`config.mk`:
```
export PLATFORM = sky130hd
export DESIGN_NAME = lfsr_test_sequencer_flat
export DESIGN_NICKNAME = d
export VERILOG_FILES = /design/src/rtl/lfsr_seq_if.sv /design/src/rtl/lfsr_test_sequencer.sv /design/src/flat_wrapper.sv
export SDC_FILE = /design/constraint.sdc
export NUM_CORES = 1
export LEC_CHECK = 0
export BUFFER_PORTS_ARGS = -buffer_cell sky130_fd_sc_hd__buf_2
export CORE_AREA = 10 10 86 88
export DETAILED_ROUTE_END_ITERATION = 8
export DIE_AREA = 0 0 96 98
export PLACE_DENSITY_LB_ADDON = 0.3
export SYNTH_ARGS = -nofsm -noshare
export SYNTH_HDL_FRONTEND = slang
export SYNTH_SLANG_ARGS = --single-unit
```
`constraint.sdc`:
```
create_clock -name clk -period 2.9 [get_ports clk]
set_input_delay 0.29 -clock clk [delete_from_list [all_inputs] [get_ports clk]]
set_output_delay 0.29 -clock clk [all_outputs]
set_load 0.05 [all_outputs]
```
`src/rtl/lfsr_seq_if.sv`:
```
// Bus between the LFSR test sequencer and its host/datapath neighbours.
// Signal names are written from the sequencer's side: i_* flow into the sequencer,
// o_* flow out of it.
//   slave  : the sequencer itself
//   master : host + LFSR datapath (drives start/abort/seed/lock, observes status)
// Optional macro LFSR_SEQ_INJECT_EN adds i_inj_at / i_inj_len.
interface lfsr_seq_if #(
    parameter int unsigned CNT_W = 16
) ();
    logic             i_start;
    logic             i_abort;
    logic [7:0]       i_seed;
    logic             i_lock;
`ifdef LFSR_SEQ_INJECT_EN
    logic [CNT_W-1:0] i_inj_at;
    logic [7:0]       i_inj_len;
`endif
    logic             o_soft_rst;
    logic [7:0]       o_seed;
    logic             o_valid;
    logic             o_corrupt;
    logic             o_busy;
    logic             o_done;
    logic             o_pass;
    logic             o_timeout;
    logic [CNT_W-1:0] o_lock_time;
    logic [7:0]       o_loss_cnt;

    modport slave (
        input  i_start, i_abort, i_seed, i_lock,
`ifdef LFSR_SEQ_INJECT_EN
        input  i_inj_at, i_inj_len,
`endif
        output o_soft_rst, o_seed, o_valid, o_corrupt, o_busy, o_done, o_pass,
               o_timeout, o_lock_time, o_loss_cnt
    );

    modport master (
        output i_start, i_abort, i_seed, i_lock,
`ifdef LFSR_SEQ_INJECT_EN
        output i_inj_at, i_inj_len,
`endif
        input  o_soft_rst, o_seed, o_valid, o_corrupt, o_busy, o_done, o_pass,
               o_timeout, o_lock_time, o_loss_cnt
    );
endinterface

```
`src/rtl/lfsr_test_sequencer.sv`:
```
// Test controller for the 8-bit LFSR generator/checker pair.
// Sequence: IDLE -> SEED (1-cycle soft reset, seed applied) -> ACQUIRE (paced valid
// strobes until the checker locks or the timeout expires) -> RUN (fixed-length soak,
// counting lock losses) -> DONE (1-cycle o_done with pass/fail) -> IDLE.
// Ports:
//   clk  : system clock
//   rst  : asynchronous reset, active-high
//   bus  : lfsr_seq_if.slave -- start/abort/seed/lock in; soft_rst/seed/valid/corrupt to
//          the datapath; busy/done/pass/timeout/lock_time/loss_cnt status out
// Optional macro LFSR_SEQ_INJECT_EN: enables error injection over a window of RUN strobes
// (i_inj_at/i_inj_len latched at start) and changes the pass rule to require detection.
module lfsr_test_sequencer #(
    parameter int unsigned VALID_DIV    = 2,
    parameter int unsigned LOCK_TIMEOUT = 255,
    parameter int unsigned RUN_LEN      = 1024,
    parameter int unsigned CNT_W        = 16
) (
    input logic       clk,
    input logic       rst,
    lfsr_seq_if.slave bus
);
    localparam int unsigned      PaceW   = $clog2(VALID_DIV);
    localparam logic [PaceW-1:0] PaceMax = PaceW'(VALID_DIV - 1);
    localparam logic [CNT_W-1:0] LockTo  = CNT_W'(LOCK_TIMEOUT);
    localparam logic [CNT_W-1:0] RunLen  = CNT_W'(RUN_LEN);

    typedef enum logic [2:0] {StIdle, StSeed, StAcq, StRun, StDone} state_e;

    state_e           state_q;
    logic [PaceW-1:0] pace_q, pace_d;
    logic [CNT_W-1:0] cnt_q, cnt_inc;
    logic [7:0]       seed_q;
    logic [CNT_W-1:0] lock_time_q;
    logic [7:0]       loss_q, loss_d;
    logic             lock_d_q;
    logic             soft_rst_q, valid_q, busy_q, done_q, pass_q, timeout_q;
    logic             run_pass;
    logic             corrupt;

`ifdef LFSR_SEQ_INJECT_EN
    localparam int unsigned InjW = CNT_W + 1;
    logic [CNT_W-1:0] inj_at_q;
    logic [7:0]       inj_len_q;
    logic [InjW-1:0]  inj_end;

    // Window is [at, at+len-1] in RUN strobe indices; cnt_q is the index of the next strobe.
    assign inj_end = {1'b0, inj_at_q} + InjW'(inj_len_q);
    assign corrupt = (state_q == StRun) && (inj_len_q != 8'd0) && (cnt_q >= inj_at_q) &&
                     ({1'b0, cnt_q} < inj_end);
`else
    assign corrupt = 1'b0;
`endif

    always_comb begin
        pace_d  = (pace_q == PaceMax) ? '0 : pace_q + PaceW'(1);
        cnt_inc = (cnt_q == '1) ? cnt_q : cnt_q + CNT_W'(1);
        loss_d  = loss_q;
        if (lock_d_q && !bus.i_lock && (loss_q != 8'hFF)) begin
            loss_d = loss_q + 8'd1;
        end
        run_pass = (loss_d == 8'd0) && bus.i_lock;
`ifdef LFSR_SEQ_INJECT_EN
        // With injection the checker must have noticed at least once and relocked.
        if (inj_len_q != 8'd0) begin
            run_pass = (loss_d != 8'd0) && bus.i_lock;
        end
`endif
    end

    always_ff @(posedge clk or posedge rst) begin
        if (rst) begin
            state_q     <= StIdle;
            pace_q      <= '0;
            cnt_q       <= '0;
            seed_q      <= 8'h00;
            lock_time_q <= '0;
            loss_q      <= 8'h00;
            lock_d_q    <= 1'b0;
            soft_rst_q  <= 1'b0;
            valid_q     <= 1'b0;
            busy_q      <= 1'b0;
            done_q      <= 1'b0;
            pass_q      <= 1'b0;
            timeout_q   <= 1'b0;
`ifdef LFSR_SEQ_INJECT_EN
            inj_at_q    <= '0;
            inj_len_q   <= 8'h00;
`endif
        end else begin
            soft_rst_q <= 1'b0;
            done_q     <= 1'b0;
            valid_q    <= 1'b0;
            lock_d_q   <= bus.i_lock;
            unique case (state_q)
                StIdle: begin
                    if (bus.i_start) begin
                        seed_q      <= bus.i_seed;
                        pass_q      <= 1'b0;
                        timeout_q   <= 1'b0;
                        lock_time_q <= '0;
                        loss_q      <= 8'h00;
                        busy_q      <= 1'b1;
                        soft_rst_q  <= 1'b1;
                        state_q     <= StSeed;
`ifdef LFSR_SEQ_INJECT_EN
                        inj_at_q    <= bus.i_inj_at;
                        inj_len_q   <= bus.i_inj_len;
`endif
                    end
                end
                StSeed: begin
                    if (bus.i_abort) begin
                        state_q <= StDone;
                        done_q  <= 1'b1;
                        pass_q  <= 1'b0;
                    end else begin
                        pace_q  <= '0;
                        cnt_q   <= '0;
                        state_q <= StAcq;
                    end
                end
                StAcq: begin
                    if (bus.i_abort) begin
                        state_q <= StDone;
                        done_q  <= 1'b1;
                        pass_q  <= 1'b0;
                    end else if (bus.i_lock) begin
                        // Strobes completed before the lock cycle; pacer keeps its phase.
                        lock_time_q <= cnt_q;
                        cnt_q       <= '0;
                        pace_q      <= pace_d;
                        valid_q     <= (pace_d == PaceMax);
                        state_q     <= StRun;
                    end else if (valid_q && (cnt_inc >= LockTo)) begin
                        timeout_q <= 1'b1;
                        pass_q    <= 1'b0;
                        done_q    <= 1'b1;
                        state_q   <= StDone;
                    end else begin
                        if (valid_q) begin
                            cnt_q <= cnt_inc;
                        end
                        pace_q  <= pace_d;
                        valid_q <= (pace_d == PaceMax);
                    end
                end
                StRun: begin
                    if (bus.i_abort) begin
                        state_q <= StDone;
                        done_q  <= 1'b1;
                        pass_q  <= 1'b0;
                    end else begin
                        loss_q <= loss_d;
                        if (valid_q && (cnt_inc >= RunLen)) begin
                            pass_q  <= run_pass;
                            done_q  <= 1'b1;
                            state_q <= StDone;
                        end else begin
                            if (valid_q) begin
                                cnt_q <= cnt_inc;
                            end
                            pace_q  <= pace_d;
                            valid_q <= (pace_d == PaceMax);
                        end
                    end
                end
                StDone: begin
                    busy_q  <= 1'b0;
                    state_q <= StIdle;
                end
                default: state_q <= StIdle;
            endcase
        end
    end

    assign bus.o_soft_rst  = soft_rst_q;
    assign bus.o_seed      = seed_q;
    assign bus.o_valid     = valid_q;
    assign bus.o_corrupt   = corrupt;
    assign bus.o_busy      = busy_q;
    assign bus.o_done      = done_q;
    assign bus.o_pass      = pass_q;
    assign bus.o_timeout   = timeout_q;
    assign bus.o_lock_time = lock_time_q;
    assign bus.o_loss_cnt  = loss_q;
endmodule
```
`src/flat_wrapper.sv`:
```
// flat-port wrapper written by rule: the top's interface ports become plain ports
module lfsr_test_sequencer_flat 
#(
    parameter int unsigned VALID_DIV    = 2,
    parameter int unsigned LOCK_TIMEOUT = 255,
    parameter int unsigned RUN_LEN      = 1024,
    parameter int unsigned CNT_W        = 16
)
  (clk, rst, bus_i_start, bus_i_abort, bus_i_seed, bus_i_lock, bus_o_soft_rst, bus_o_seed, bus_o_valid, bus_o_corrupt, bus_o_busy, bus_o_done, bus_o_pass, bus_o_timeout, bus_o_lock_time, bus_o_loss_cnt);
  lfsr_seq_if #(.CNT_W(CNT_W)) bus_i ();
  input logic clk;
  input logic rst;
  input wire logic [$bits(bus_i.i_start)-1:0] bus_i_start;
  input wire logic [$bits(bus_i.i_abort)-1:0] bus_i_abort;
  input wire logic [$bits(bus_i.i_seed)-1:0] bus_i_seed;
  input wire logic [$bits(bus_i.i_lock)-1:0] bus_i_lock;
  output wire logic [$bits(bus_i.o_soft_rst)-1:0] bus_o_soft_rst;
  output wire logic [$bits(bus_i.o_seed)-1:0] bus_o_seed;
  output wire logic [$bits(bus_i.o_valid)-1:0] bus_o_valid;
  output wire logic [$bits(bus_i.o_corrupt)-1:0] bus_o_corrupt;
  output wire logic [$bits(bus_i.o_busy)-1:0] bus_o_busy;
  output wire logic [$bits(bus_i.o_done)-1:0] bus_o_done;
  output wire logic [$bits(bus_i.o_pass)-1:0] bus_o_pass;
  output wire logic [$bits(bus_i.o_timeout)-1:0] bus_o_timeout;
  output wire logic [$bits(bus_i.o_lock_time)-1:0] bus_o_lock_time;
  output wire logic [$bits(bus_i.o_loss_cnt)-1:0] bus_o_loss_cnt;
  assign bus_i.i_start = bus_i_start;
  assign bus_i.i_abort = bus_i_abort;
  assign bus_i.i_seed = bus_i_seed;
  assign bus_i.i_lock = bus_i_lock;
  assign bus_o_soft_rst = bus_i.o_soft_rst;
  assign bus_o_seed = bus_i.o_seed;
  assign bus_o_valid = bus_i.o_valid;
  assign bus_o_corrupt = bus_i.o_corrupt;
  assign bus_o_busy = bus_i.o_busy;
  assign bus_o_done = bus_i.o_done;
  assign bus_o_pass = bus_i.o_pass;
  assign bus_o_timeout = bus_i.o_timeout;
  assign bus_o_lock_time = bus_i.o_lock_time;
  assign bus_o_loss_cnt = bus_i.o_loss_cnt;
  lfsr_test_sequencer #(.VALID_DIV(VALID_DIV), .LOCK_TIMEOUT(LOCK_TIMEOUT), .RUN_LEN(RUN_LEN), .CNT_W(CNT_W)) u_core (.clk(clk), .rst(rst), .bus(bus_i));
endmodule
```
* Word level (Yosys, flattened, before mapping)
Index checks and enable logic that the tools add are counted.
Cells by class: add/sub/neg operators 3, order comparisons 2, eq/ne operators 20, muxes and demuxes 62, reduce and logical (&&, ||, !) cells 21
Operators with widths (number):
- $mux 16 | 11
- $pmux 16 s3 | 1
- $pmux 16 s2 | 1
- $mux 1 | 31
- $mux 8 | 3
- $mux 3 | 7
- $add 16x1->16 const B | 1
- $eq 16x16->1 const B | 1
- $ge 16x11->1 const B | 1
- $ge 16x8->1 const B | 1
- $ne 2x2->1 const B | 8
- $pmux 8 s2 | 1
- $pmux 3 s4 | 1
- $reduce_and 6->1 | 2
- $add 8x1->8 const B | 1
- $logic_not 8->1 | 1
- $ne 8x8->1 const B | 1
- $eq 3x2->1 const B | 2
- $ne 3x2->1 const B | 2
- $ne 3x3->1 const B | 2
- $pmux 1 s2 | 3
- $pmux 1 s3 | 2
- $reduce_and 3->1 | 2
- $reduce_bool 2->1 | 3
- other kinds (14) | 19
Word-level totals: register bits 59, input bits 13, output and inout port bits 39, logic and storage cells 121

* Depth between registers and ports, before layout
Gate-level depths: netlist (run 1).
depth after elaboration 9, mapped depth 10, mapped depth without buffers 8

* Worst setup path before layout (run 1)
Ideal clock, no wire load.
path kind register to register, from register u_core.cnt_q[1], to register u_core.cnt_q[5], arrival time 2.442 ns, data required time 2.797 ns, path slack 0.355 ns, cell stages (with the launch flop) 10, cells stage by stage dfrtp_1 > ha_1 > buf_6 > nand4_2 > nor3_1 > mux2_2 > a211oi_4 > o21ai_2 > a2111o_1 > o41ai_2
On the way: word-level cells in the longest chain between the ends 7, elaborated cells on any way between the ends 17
RTL lines:
- start, declared | line lfsr_test_sequencer.sv:31 | logic [CNT_W-1:0] cnt_q, cnt_inc;
- start signal, assigned | line lfsr_test_sequencer.sv:141 | cnt_q <= cnt_inc;
- start signal, assigned | line lfsr_test_sequencer.sv:160 | cnt_q <= cnt_inc;
- $add 16x1->16 or $eq 16x16->1 (tied branches) | line lfsr_test_sequencer.sv:56 | cnt_inc = (cnt_q == '1) ? cnt_q : cnt_q + CNT_W'(1);
- $mux 16 * | line lfsr_test_sequencer.sv:56
- branches (longest 5 deep; another with $ge 16x8->1)
Every way passes the cells marked *. The select of a mux whose other input is x is not followed. A chain may end at the register's enable or synchronous reset.

* Worst setup path in the final report (run 1)
from register u_core.cnt_q[1], to register u_core.cnt_q[6]
Same word-level chain as after synthesis.

==> key figures, run 1 <==
Finish
  – Layout cells sized above 1: 28.16%
  – # diodes: 0
  – Layout Nets: 391
  – Multi-input gate area: 1483 µm²
  – Most common cell after layout, fill and taps aside: dfrtp_1
  – Area Growth Syn to Fin: 16.53%
  – Post-route cell area: 3635 µm²
  – Sequential Area: 1478 µm²
  – FILL cells: 488
  – Most frequent cells in the layout: 58 x dfrtp_1, 54 x nand2_1, 50 x buf_2
  – Final Util: 63.26%

Clock network
  – Clk buf depth: 2
  – Clk_lat worst skew: 340 ps
  – Root buffer cell: clkbuf_8
  – TritonCTS Sinks: 59
  – Clock tree from TritonCTS: yes
  – CTS clk-pin slew, worst paths: 70 ps
  – Setup Buffers After CTS: 0
  – CTS buffer count: 9
  – H-tree levels: 3

Route
  – Pre-antenna DRT Iters: 4
  – Via-per-instance ratio: 5.780
  – Final wirelength: 7.560 mm
  – Final ANT Viol Nets: 0
  – DRT iter0 DRCs: 148
  – Vias: 2630
  – Drt drc: 0
  – Detail-routed net length per standard cell: 16.62 µm

Global route
  – Grt ovf: 0
  – GRT Total Usage: 17.21%
  – Initial antenna violation count: 0
  – Largest net degree at the start of global routing: 34
  – Vias in the first global route: 2756
  – First-pass GRT wire length: 13.01 mm

Timing
  – F_max: 378.6 MHz
  – Slew @ Worst Pin: 866.0 ps
  – Final worst path period share: 91.07%
  – Final hold vios: 0
  – Slew Limit Fails: 0
  – Slew HR: 42.05%
  – Layout Skew: 8.177 ps
  – TNS Setup: 0 ps
  – Setup violators final: 0
  – Post-route minimum period: 2641 ps
  – Hold_ws: 38.63 ps
  – Unrepaired setup endpoints after global routing: false

Pwr
  – Comb pwr share: 33.9%
  – Total power: 2.740 mW
  – Internal power: 1.670 mW
  – Clk pwr share: 29.5%
  – Sequential power share: 36.6%
  – Pleak: 1.676 nW
  – Sw Pwr: 1.071 mW
  – Switching share of power: 39.07%
  – Power per cell area: 754.0 nW/µm²
  – Maximum VDD drop: 0.0007404 V

Run
  – Max-Cap Viols: 0

Die
  – Io pins: 52
  – Die Y: 98 µm
  – Die width: 96 µm
  – Initial core utilization: 54.29%
  – Core area: 5746 µm²
  – Row cnt: 28
  – Die area: 9408 µm²

Yosys
  – Post-Syn Area: 3119 µm²
  – Syn Inst Count: 326
  – Yosys cell types: 61
  – Ys async rst share: 100.0%
  – Syn Nets: 341
  – Yosys warns: 0
  – Dominant cell type by area after synthesis: dfrtp_1
  – Post-synth top flop: dfrtp_1
  – Top cells by area, synth: dfrtp_1 47%, nand2_1 6.5%, o21ai_0 4.5%
  – Seq/Total Area, Yosys: 47.33%
  – Top-area cell type share of the netlist area: 47.33%
  – Mean Syn Cell Area: 9.568 µm²
  – Number of enable flip-flop cells after synthesis: 0
  – Seq cells post-synth: 59

Setup path
  – Worst Path Required: 3140 ps
  – CP arrival: 2880 ps
  – Crit start category: register
  – CP peak stage delay: 520 ps
  – CP Cell Sequence: ha_1, nand4_2, nor3_1, mux2_2, a211oi_4, o21ai_2, a2111o_1, o31ai_1
  – CP Capture Type: register
  – Setup CP Type: reg2reg
  – CP Max Fanout: 8
  – Crit-path slowest cell: a2111o_1

Placement
  – Placer Congestion: 0.9051
  – Final HPWL DP: 5.388 mm
  – DP Area: 3421 µm²
  – Port buffer count: 50

Hold path
  – Hold Path Class: in2async

Status
  – Status: finished, final reports clean
what timing repair did:
action / 4_1_cts / 5_1_grt
hold buffers: 0 / 0
gates resized for setup: 0 / 1
setup endpoints to repair: 0 / 6
power by group through the flow:
stage / sequential, mW / combinational [mW] / clock [mW]
6_report: 1.00 / 0.930 / 0.808
5_1_grt: 1.02 / 1.00 / 0.870
4_1_cts: 1.00 / 0.939 / 0.824
3_5_place_dp: 1.02 / 0.935 / 0
3_3_place_gp: 1.01 / 0.915 / 0
2_1_floorplan: 1.28 / 0.446 / 0
path summary, 6_finish.rpt:
check	start	to	slack (ps)	cells past startpoint
max	u_core.cnt_q[1]	u_core.cnt_q[6]	260	8
min	rst	u_core.bus.o_loss_cnt[3]	40	2
max reg2reg	u_core.cnt_q[1]	u_core.cnt_q[6]	260	8
min reg2reg	u_core.pace_q	u_core.bus.o_valid	440	1
max in group asynchronous	rst	u_core.cnt_q[1]	2260	3
min in group clk	bus_i_lock	u_core.lock_d_q	160	1
Yosys cell counts, types with 2 or more instances:
cell,instances
dfrtp_1,59
nand2_1,54
o21ai_0,28
nor2_1,19
o31ai_1,15
mux2_2,11
nand3_1,11
clkbuf_1,9
nor2b_1,9
nor3_1,9
a21oi_1,8
inv_1,8
buf_4,6
a31oi_1,5
o22ai_1,5
and3_1,4
buf_6,4
nand2b_1,4
nand4_1,4
mux2i_1,3
nor4_1,3
a2111oi_0,2
a41oi_1,2
and2_1,2
ha_1,2
nor3_2,2
or2_2,2
or3_1,2
xor2_1,2
cells by family after synthesis:
logic type / share of synthesized area (%)
buffers and inverters: 5.335
adders and majority gates: 0.8021
DFF: 47.33
and+or+nand+nor: 22.02
other: 0.1202
muxes: 4.934
xor gates and xnor gates: 0.8425
AOI/OAI and AO/OA: 18.61
registers in the layout (all words and copies together), names as in the netlist:
| register | cells |
|---|---|
| u_core.bus.o_soft_rst | 1 |
| u_core.lock_d_q | 1 |
| u_core.bus.o_done | 1 |
| u_core.pace_q | 1 |
| u_core.bus.o_timeout | 1 |
| u_core.bus.o_pass | 1 |
| u_core.bus.o_loss_cnt | 8 |
| u_core.bus.o_valid | 1 |
| u_core.cnt_q | 16 |
| u_core.bus.o_busy | 1 |
| u_core.bus.o_seed | 8 |
| u_core.state_q | 3 |
| u_core.bus.o_lock_time | 16 |
per-layer routing:
metal	vias to the layer above	part of all wire [%]	global-route usage, %
met1	1265	42	20.64
met3	11	6.8	6.662
met4	0	1.5	5.902
met5	-	0	0
met2	76	50	27.29
li1	1278	-	-
worst max-delay path: cells and delay by family (launching register included):
family | cells | cell delay (ps)
AND/OR/NAND/NOR | 2 | 410
flip-flops | 1 | 400
adder cells (fa/ha/maj) | 1 | 190
multiplexers | 1 | 380
AO/OA/AOI/OAI | 4 | 1160
layout make-up:
| type | count | share of cell area [%] |
|---|---|---|
| clock buffer | 14 | 5.026 |
| clock inverter | 1 | 0.8262 |
| inverter | 8 | 0.8262 |
| multi-input combinational | 238 | 40.79 |
| sequential | 59 | 40.65 |
| tap | 75 | 2.582 |
| timing repair buffer | 60 | 9.294 |
metrics by stage:
stage / instances / setup slack, ps
floorplan: 326 / 354.8
global placement: 440 / 282.4
detailed placement: 440 / 200.8
CTS: 455 / 198.0
global route: 455 / 32.18
finish: 455 / 258.9
No activity file was read; power rests on OpenSTA's default activity.
==> inputs of run 2 (changes only) <==
clock period = 2.8 ns   (was 2.9 ns; I/O delays follow)
==> key figures, run 2 (synthesis results as in run 1) <==
Route
  – Final wirelength: 7.672 mm
  – Routed met1 length: 3.159 mm
  – Pre-antenna DRT Iters: 4
  – Final ANT Viol Nets: 0
  – Drt drc: 0
  – Detail-routed net length per standard cell: 16.50 µm
  – Routed wl met3: 566 µm
  – Vias: 2639
  – Uppermost layer routed: met4
  – Met2 wire length: 3.837 mm
  – DRT iter0 DRCs: 160
  – Via-per-instance ratio: 5.675

Setup path
  – CP arrival: 2840 ps
  – Crit start category: register
  – CP Max Fanout: 8
  – Setup CP Type: reg2reg
  – Worst Path Required: 3010 ps
  – CP Capture Type: register

Finish
  – Layout Nets: 400
  – Finished Layout Cells: 465
  – Area Growth Syn to Fin: 20.26%
  – Post-route cell area: 3751 µm²
  – Most common cell after layout, fill and taps aside: dfrtp_1
  – Layout cells sized above 1: 31.54%
  – Most frequent cells in the layout: 57 x dfrtp_1, 54 x nand2_1, 50 x buf_2
  – # diodes: 0

Run
  – Max-Cap Viols: 0

Global route
  – Grt ovf: 0
  – Largest net degree at the start of global routing: 39
  – Vias in the first global route: 2655
  – GRT Total Usage: 16.50%
  – Initial antenna violation count: 0
  – First-pass GRT wire length: 12.59 mm

Timing
  – Final worst slack: 167.3 ps
  – Setup violators final: 0
  – Slew @ Worst Pin: 525.5 ps
  – F_max: 379.8 MHz
  – Layout Skew: 3.497 ps
  – Post-route minimum period: 2633 ps
  – Slew Limit Fails: 0
  – Slew HR: 64.65%
  – Final hold vios: 0
  – TNS Setup: 0 ps
  – Final worst path period share: 94.02%
  – Unrepaired setup endpoints after global routing: false

Clock network
  – Root buffer cell: clkbuf_8
  – CTS buffer count: 9
  – Clk buf depth: 2
  – H-tree levels: 3
  – Clk_lat worst skew: 340 ps
  – CTS clk-pin slew, worst paths: 70 ps
  – Clock tree from TritonCTS: yes
  – TritonCTS Sinks: 59

Die
  – Die Y: 98 µm
  – Die area: 9408 µm²
  – Initial core utilization: 54.29%
  – Io pins: 52
  – Die width: 96 µm
  – Core area: 5746 µm²
  – Row cnt: 28

Pwr
  – Maximum VDD drop: 0.0008011 V
  – Power per cell area: 766.8 nW/µm²
  – Pleak: 1.724 nW
  – Total power: 2.876 mW

Placement
  – Setup WS pre-CTS: 47.93 ps
  – Dpl cells: 444
  – DP Area: 3438 µm²
  – Final HPWL DP: 5.402 mm
  – Placer Congestion: 0.9185
  – Port buffer count: 50

Status
  – Status: finished, final reports clean

Hold path
  – Hold Path Class: in2reg
-- run 2: changes by cell type in the layout (fill, tap and decap cells not counted), sizes merged --
cell	previous run	this run
clkinv	0	2
dlygate4sd3	0	1
clkbuf	14	13
buf	60	68
-- run 2: worst paths after layout --
| kind | to | slack, ps | depth (start not counted) | start |
|---|---|---|---|---|
| min reg2reg | u_core.bus.o_valid | 440 | 1 | u_core.pace_q |
| max in group asynchronous | u_core.cnt_q[2] | 1800 | 4 | rst |
| min | u_core.lock_d_q | 150 | 1 | bus_i_lock |
| min in group asynchronous | u_core.bus.o_lock_time[4] | 540 | 4 | rst |
| max reg2reg | u_core.cnt_q[5] | 170 | 10 | u_core.cnt_q[1] |
| max | u_core.cnt_q[5] | 170 | 10 | u_core.cnt_q[1] |
-- run 2: what timing repair did --
action,4_1_cts,5_1_grt
buffers inserted,0,4
gates resized for setup,0,10
endpoints found under the setup margin,0,16
endpoints found under the hold margin,21,0
hold buffers,1,0
-- run 2: where the power goes --
group	switching [mW]	leakage [nW]	total [mW]	internal [mW]
sequential	0.0816	0.792	1.04	0.961
combinational	0.714	0.816	0.988	0.275
clock	0.337	0.116	0.845	0.508
-- run 2: layer usage --
layer,up-vias,GRT usage [%]
met2,76,26.72
met1,1269,19.57
li1,1285,-
met5,-,0
met3,9,5.743
met4,0,5.902
-- run 2: layout make-up --
cell class | count | area, µm²
timing repair buffer | 69 | 395.4
tap | 75 | 93.84
inverter | 8 | 30.03
sequential | 59 | 1479
fill | 502 | 1994
clock buffer | 13 | 178.9
multi-input combinational | 238 | 1530
clock inverter | 3 | 43.79
-- run 2: critical path: stages, from the launching register on --
cell and delay, ps:
dfrtp_2 420, ha_4 160, nand4_4 130, nor3_2 180, mux2_2 380, a211oi_4 290
buf_4 180, o221ai_2 160, buf_4 220, o31ai_1 280, o41ai_2 110
-- run 2: per-stage QoR --
step	util, %	hold slack (ps)
detailed placement	59.84	334.8
global route	65.29	148.7
global placement	59.84	331.5
floorplan	-	311.4
CTS	63.89	134.8
finish	65.29	149.3
